### src/rtl/scan_reader_pkg.sv
// Shared definitions for the scan_reader serial readout block.
// Holds the FSM state enumeration and the default parameter values that
// the top level and its sub-module use.
package scan_reader_pkg;

  localparam int unsigned WIDTH_DEF      = 8;
  localparam int unsigned BIT_CYCLES_DEF = 2;
  localparam int unsigned PARITY_EN_DEF  = 1;

  typedef enum logic [2:0] {
    StIdle,
    StStart,
    StData,
    StParity,
    StStop
  } state_e;

endpackage

### src/rtl/scan_reader_bit_timer.sv
// bit_timer: counts the clock cycles that each serial bit is held.
// Ports:
//   clk  - rising-edge clock
//   clr  - asynchronous active-low clear
//   en   - count enable (high while a frame is in flight)
//   wrap - high on the last cycle of a bit (counter at BIT_CYCLES-1 while enabled)
module bit_timer
  import scan_reader_pkg::*;
#(
  parameter int unsigned BIT_CYCLES = BIT_CYCLES_DEF
) (
  input  logic clk,
  input  logic clr,
  input  logic en,
  output logic wrap
);

  if (BIT_CYCLES == 1) begin : g_degen
    // Every enabled cycle is a complete bit; no counter state is needed.
    logic unused_clk_clr;
    assign unused_clk_clr = clk ^ clr;
    assign wrap           = en;
  end else begin : g_cnt
    localparam int unsigned CntW = $clog2(BIT_CYCLES);

    logic [CntW-1:0] cnt_q, cnt_d;

    assign wrap = en && (cnt_q == CntW'(BIT_CYCLES - 1));

    always_comb begin
      cnt_d = cnt_q;
      if (en) begin
        cnt_d = wrap ? '0 : cnt_q + 1'b1;
      end
    end

    always_ff @(posedge clk or negedge clr) begin
      if (!clr) begin
        cnt_q <= '0;
      end else begin
        cnt_q <= cnt_d;
      end
    end
  end

endmodule

### src/rtl/scan_reader.sv
// scan_reader: captures a parallel snapshot of a DFF bank and shifts it out
// as a framed serial stream: START(0), data LSB-first, optional even parity,
// STOP(1). Each symbol is held BIT_CYCLES clocks.
// Ports:
//   clk     - rising-edge clock
//   clr     - asynchronous active-low clear; aborts any frame at once
//   d_in    - parallel word captured on an accepted load
//   load    - read request, accepted when ready=1
//   ready   - high only while idle
//   sout    - serial line, idles high
//   sout_en - high for every cycle of a frame
//   done    - one-cycle pulse in the first idle cycle after a frame
module scan_reader
  import scan_reader_pkg::*;
#(
  parameter int unsigned WIDTH      = WIDTH_DEF,
  parameter int unsigned BIT_CYCLES = BIT_CYCLES_DEF,
  parameter int unsigned PARITY_EN  = PARITY_EN_DEF
) (
  input  logic             clk,
  input  logic             clr,
  input  logic [WIDTH-1:0] d_in,
  input  logic             load,
  output logic             ready,
  output logic             sout,
  output logic             sout_en,
  output logic             done
);

  localparam int unsigned IdxW = (WIDTH > 1) ? $clog2(WIDTH) : 1;

  state_e            state_q, state_d;
  logic [WIDTH-1:0]  shift_q, shift_d;
  logic [IdxW-1:0]   idx_q, idx_d;
  logic              parity_q, parity_d;
  logic              ready_q, ready_d;
  logic              sout_q, sout_d;
  logic              sout_en_q, sout_en_d;
  logic              done_q, done_d;
  logic              wrap;
  logic              timer_en;

  assign timer_en = (state_q != StIdle);

  bit_timer #(
    .BIT_CYCLES (BIT_CYCLES)
  ) u_bit_timer (
    .clk  (clk),
    .clr  (clr),
    .en   (timer_en),
    .wrap (wrap)
  );

  always_comb begin
    state_d  = state_q;
    shift_d  = shift_q;
    idx_d    = idx_q;
    parity_d = parity_q;

    unique case (state_q)
      StIdle: begin
        if (load) begin
          state_d  = StStart;
          shift_d  = d_in;
          parity_d = ^d_in;
          idx_d    = '0;
        end
      end
      StStart: begin
        if (wrap) state_d = StData;
      end
      StData: begin
        if (wrap) begin
          if (idx_q == IdxW'(WIDTH - 1)) begin
            state_d = (PARITY_EN != 0) ? StParity : StStop;
          end else begin
            idx_d   = idx_q + 1'b1;
            shift_d = shift_q >> 1;
          end
        end
      end
      StParity: begin
        if (wrap) state_d = StStop;
      end
      StStop: begin
        if (wrap) state_d = StIdle;
      end
      default: state_d = StIdle;
    endcase

    // Outputs are decoded from the next state so they leave flops aligned
    // with the state they describe.
    ready_d   = (state_d == StIdle);
    sout_en_d = (state_d != StIdle);
    done_d    = (state_q == StStop) && wrap;

    unique case (state_d)
      StIdle:   sout_d = 1'b1;
      StStart:  sout_d = 1'b0;
      StData:   sout_d = shift_d[0];
      StParity: sout_d = parity_d;
      StStop:   sout_d = 1'b1;
      default:  sout_d = 1'b1;
    endcase
  end

  always_ff @(posedge clk or negedge clr) begin
    if (!clr) begin
      state_q   <= StIdle;
      shift_q   <= '0;
      idx_q     <= '0;
      parity_q  <= 1'b0;
      ready_q   <= 1'b1;
      sout_q    <= 1'b1;
      sout_en_q <= 1'b0;
      done_q    <= 1'b0;
    end else begin
      state_q   <= state_d;
      shift_q   <= shift_d;
      idx_q     <= idx_d;
      parity_q  <= parity_d;
      ready_q   <= ready_d;
      sout_q    <= sout_d;
      sout_en_q <= sout_en_d;
      done_q    <= done_d;
    end
  end

  assign ready   = ready_q;
  assign sout    = sout_q;
  assign sout_en = sout_en_q;
  assign done    = done_q;

endmodule

### config.mk
export PLATFORM = sky130hd
export DESIGN_NAME = scan_reader
export DESIGN_NICKNAME = d
export VERILOG_FILES = /design/src/rtl/scan_reader_pkg.sv /design/src/rtl/scan_reader_bit_timer.sv /design/src/rtl/scan_reader.sv
export SDC_FILE = /design/constraint.sdc
export NUM_CORES = 1
export LEC_CHECK = 0
export ABC_AREA = 1
export CORE_MARGIN = 2
export CORE_UTILIZATION = 45
export DETAILED_ROUTE_END_ITERATION = 8
export DONT_BUFFER_PORTS = 1
export GPL_TIMING_DRIVEN = 0
export PLACE_DENSITY = 0.58
export REMOVE_ABC_BUFFERS = 1
export SETUP_SLACK_MARGIN = 0.05
export SLEW_MARGIN = 20
export SYNTH_ARGS = -nofsm -noshare
export SYNTH_HDL_FRONTEND = slang
export SYNTH_HIERARCHICAL = 1
export SYNTH_SLANG_ARGS = --single-unit
### constraint.sdc
create_clock -name clk -period 2 [get_ports clk]
set_input_delay 0.4 -clock clk [delete_from_list [all_inputs] [get_ports clk]]
set_output_delay 0.4 -clock clk [all_outputs]
set_load 0.03 [all_outputs]
==> out/qor.csv <==
metric,value,unit
P&R area growth vs syn,6.91,%
Final TNS setup,0,ns
initial antenna violation count,0,
vias in the first global route,893,
Max Slew Vio Count,0,
crit end category,register,
max-cap violation count,0,
DR iter-0 viols,21,
Die Y,55.9,um
GRT Total Usage,0.158,
max reg flops,8,
Overflow after GRT,0,
type of origin of the critical path,register,
P_sw,0.817,mW
switching share of power,0.432,
drt total wl,2240,um
final-report hold violation count,0,
Clk pwr share,0.176,
Worst-Skew Late Latency,0.30,ns
worst-case vdd ir drop,1.06,mV
Final ANT Viol Nets,0,
fin cells,189,
Via density,5.00,
Logic pwr share,0.415,
R2R depth,10,
pre-CTS setup slack,0.280,ns
period utilization,0.861,
Max Fclk,0.581,GHz
TritonCTS clock tree,yes,
crit path DAT,1.93,ns
Yosys reg bits,20,
Syn Inst Count,156,
Setup Viol. Count Final,0,
cts bufs inserted,3,
CTS Buffer Depth,2,
status,"complete, no violations",
Sequential Power Share,0.409,
RSZ-0062 raised after global routing,no,
routed len/inst,11.8,um
Worst slew margin,0.399,
final worst setup slack,0.278,ns
Crit Path Class,register to register,
"Clk pin slew, worst setup/hold paths",0.12,ns
largest net degree at the start of global routing,21,
clock root buffer master,clkbuf_4,
multi-input logic area,578,um^2
Largest regs,"shift_q (8), idx_q (3), state_q (3)",
clock sinks,20,
core area,2520,um^2
WP data required,2.21,ns
Port Buffer Count,0,
final net count,173,
post-CTS setup buffers,0,
Worst Hold Depth,2,
gpl congestion,0.744,
I/O pin count,15,
die area,3130,um^2
placed insts,184,
# H-tree levels,1,
CP Max Fanout,8,
P_int,1.08,mW
drc violations,0,
PD cells,1460,nW/um^2
hpwl dp,1750,um
die width,55.9,um
Lkg Pwr,0.730,nW
first-pass GRT wire length,3930,um
crit path time final,1.72,ns
actual slew at the worst max-slew pin,0.898,ns
number of distinct library cells after synthesis,28,
Hold Path Class,input port to register,
hold buffers post-CTS,1,
synthesized cell area,1210,um^2
# rows,18,
sequential element share of the synthesized area,0.415,
most flop-heavy register,shift_q,
Initial Utilization,0.481,
Synth Warn #,6,
fill count,247,
skew final,0.000874,ns
DR vias,945,
Ant. Diodes,0,
synthesized area per cell,7.77,um^2
post-CTS sizing,0,
Pre-antenna DRT Iters,4,
Storage cell area,503,um^2
share of cells above drive strength 1,0.170,
==> routing by layer <==
| layer | GRT usage | vias up | share of wire |
|---|---|---|---|
| li1 | - | 496 | - |
| met1 | 0.221 | 434 | 0.50 |
| met2 | 0.252 | 13 | 0.46 |
| met3 | 0.0512 | 2 | 0.038 |
| met4 | 0.0102 | 0 | 0.0045 |
| met5 | 0 | - | 0 |
==> power groups by stage <==
stage	sequential (mW)	clock (mW)	combinational [mW]
after floorplan	0.758	0	0.654
after global placement	0.778	0	0.758
after detailed placement	0.783	0	0.783
after CTS	0.773	0.343	0.796
after global routing	0.790	0.359	0.897
final	0.773	0.334	0.786
==> metrics by stage <==
step	utilization	instance area, um^2	power, mW	hold slack [ns]
6_report	0.514	1300	1.89	0.241
5_1_grt	0.514	1300	2.05	0.253
4_1_cts	0.514	1300	1.91	0.235
3_5_place_dp	0.489	1230	1.57	0.105
3_3_place_gp	0.489	1230	1.54	0.105
2_1_floorplan	-	1200	1.41	0.104
==> cell usage in the layout, fill, tap and decap left out, types with 2 or more instances in the layout <==
cell type	n
dfrtp_1	18
inv_2	3
nand4_1	4
o221ai_2	4
nand2_1	58
nand2_2	5
inv_1	26
o221ai_1	2
clkbuf_4	3
nand3_1	7
nor2_1	7
dfstp_2	2
ha_1	2
nand3_2	3
==> area by class of cell <==
class                      count  share of cell area
inverter                      30              0.0888
clock inverter                 1              0.0232
timing repair buffer           1             0.00772
tap                           30              0.0290
clock buffer                   3              0.0174
sequential                    20               0.388
multi-input combinational    104               0.446
==> synthesized netlist by cell type (all sizes together) <==
cell type,instances,area (um^2)
nand2,64,260
inv,30,115
dfrtp,18,450
nand3,11,82.6
nor2,9,57.6
o221ai,6,77.6
nand4,4,25.0
buf,2,16.3
dfstp,2,52.6
ha,2,25.0
a21oi,1,5.00
and2,1,6.26
nor3,1,5.00
o211ai,1,7.51
o21ai,1,5.00
o22ai,1,6.26
or2,1,6.26
xnor2,1,8.76
==> path summary, 6_finish.rpt <==
kind	slack, ns	endpoint	startpoint
max in group asynchronous	0.80	shift_q[1]$_DFFE_PN0P_	clr
min reg2reg	0.51	idx_q[1]$_DFFE_PN0P_	idx_q[1]$_DFFE_PN0P_
min	0.24	shift_q[0]$_DFF_PN0_	d_in[0]
max reg2reg	0.28	sout_en$_DFF_PN0_	state_q[0]$_DFF_PN0_
max	0.28	sout_en$_DFF_PN0_	state_q[0]$_DFF_PN0_
min in group asynchronous	0.65	shift_q[5]$_DFFE_PN0P_	clr
==> critical path: stages (launching register included) <==
cell and delay [ns]:
dfrtp_1 0.46, nor2_4 0.16, nand2_1 0.10, nand2_1 0.08, inv_1 0.13, inv_1 0.13
nand2_1 0.06, nand4_1 0.17, nand2_1 0.12, nor2_1 0.16, inv_1 0.05
==> logic make-up after synthesis <==
| logic type | Yosys count | synth area share |
|---|---|---|
| xor+xnor | 1 | 0.00723 |
| compound gates | 10 | 0.0836 |
| buf+inv | 32 | 0.108 |
| simple gates | 91 | 0.365 |
| flops | 20 | 0.415 |
| fa+ha+maj | 2 | 0.0206 |
No activity file was read; power rests on OpenSTA's default activity.
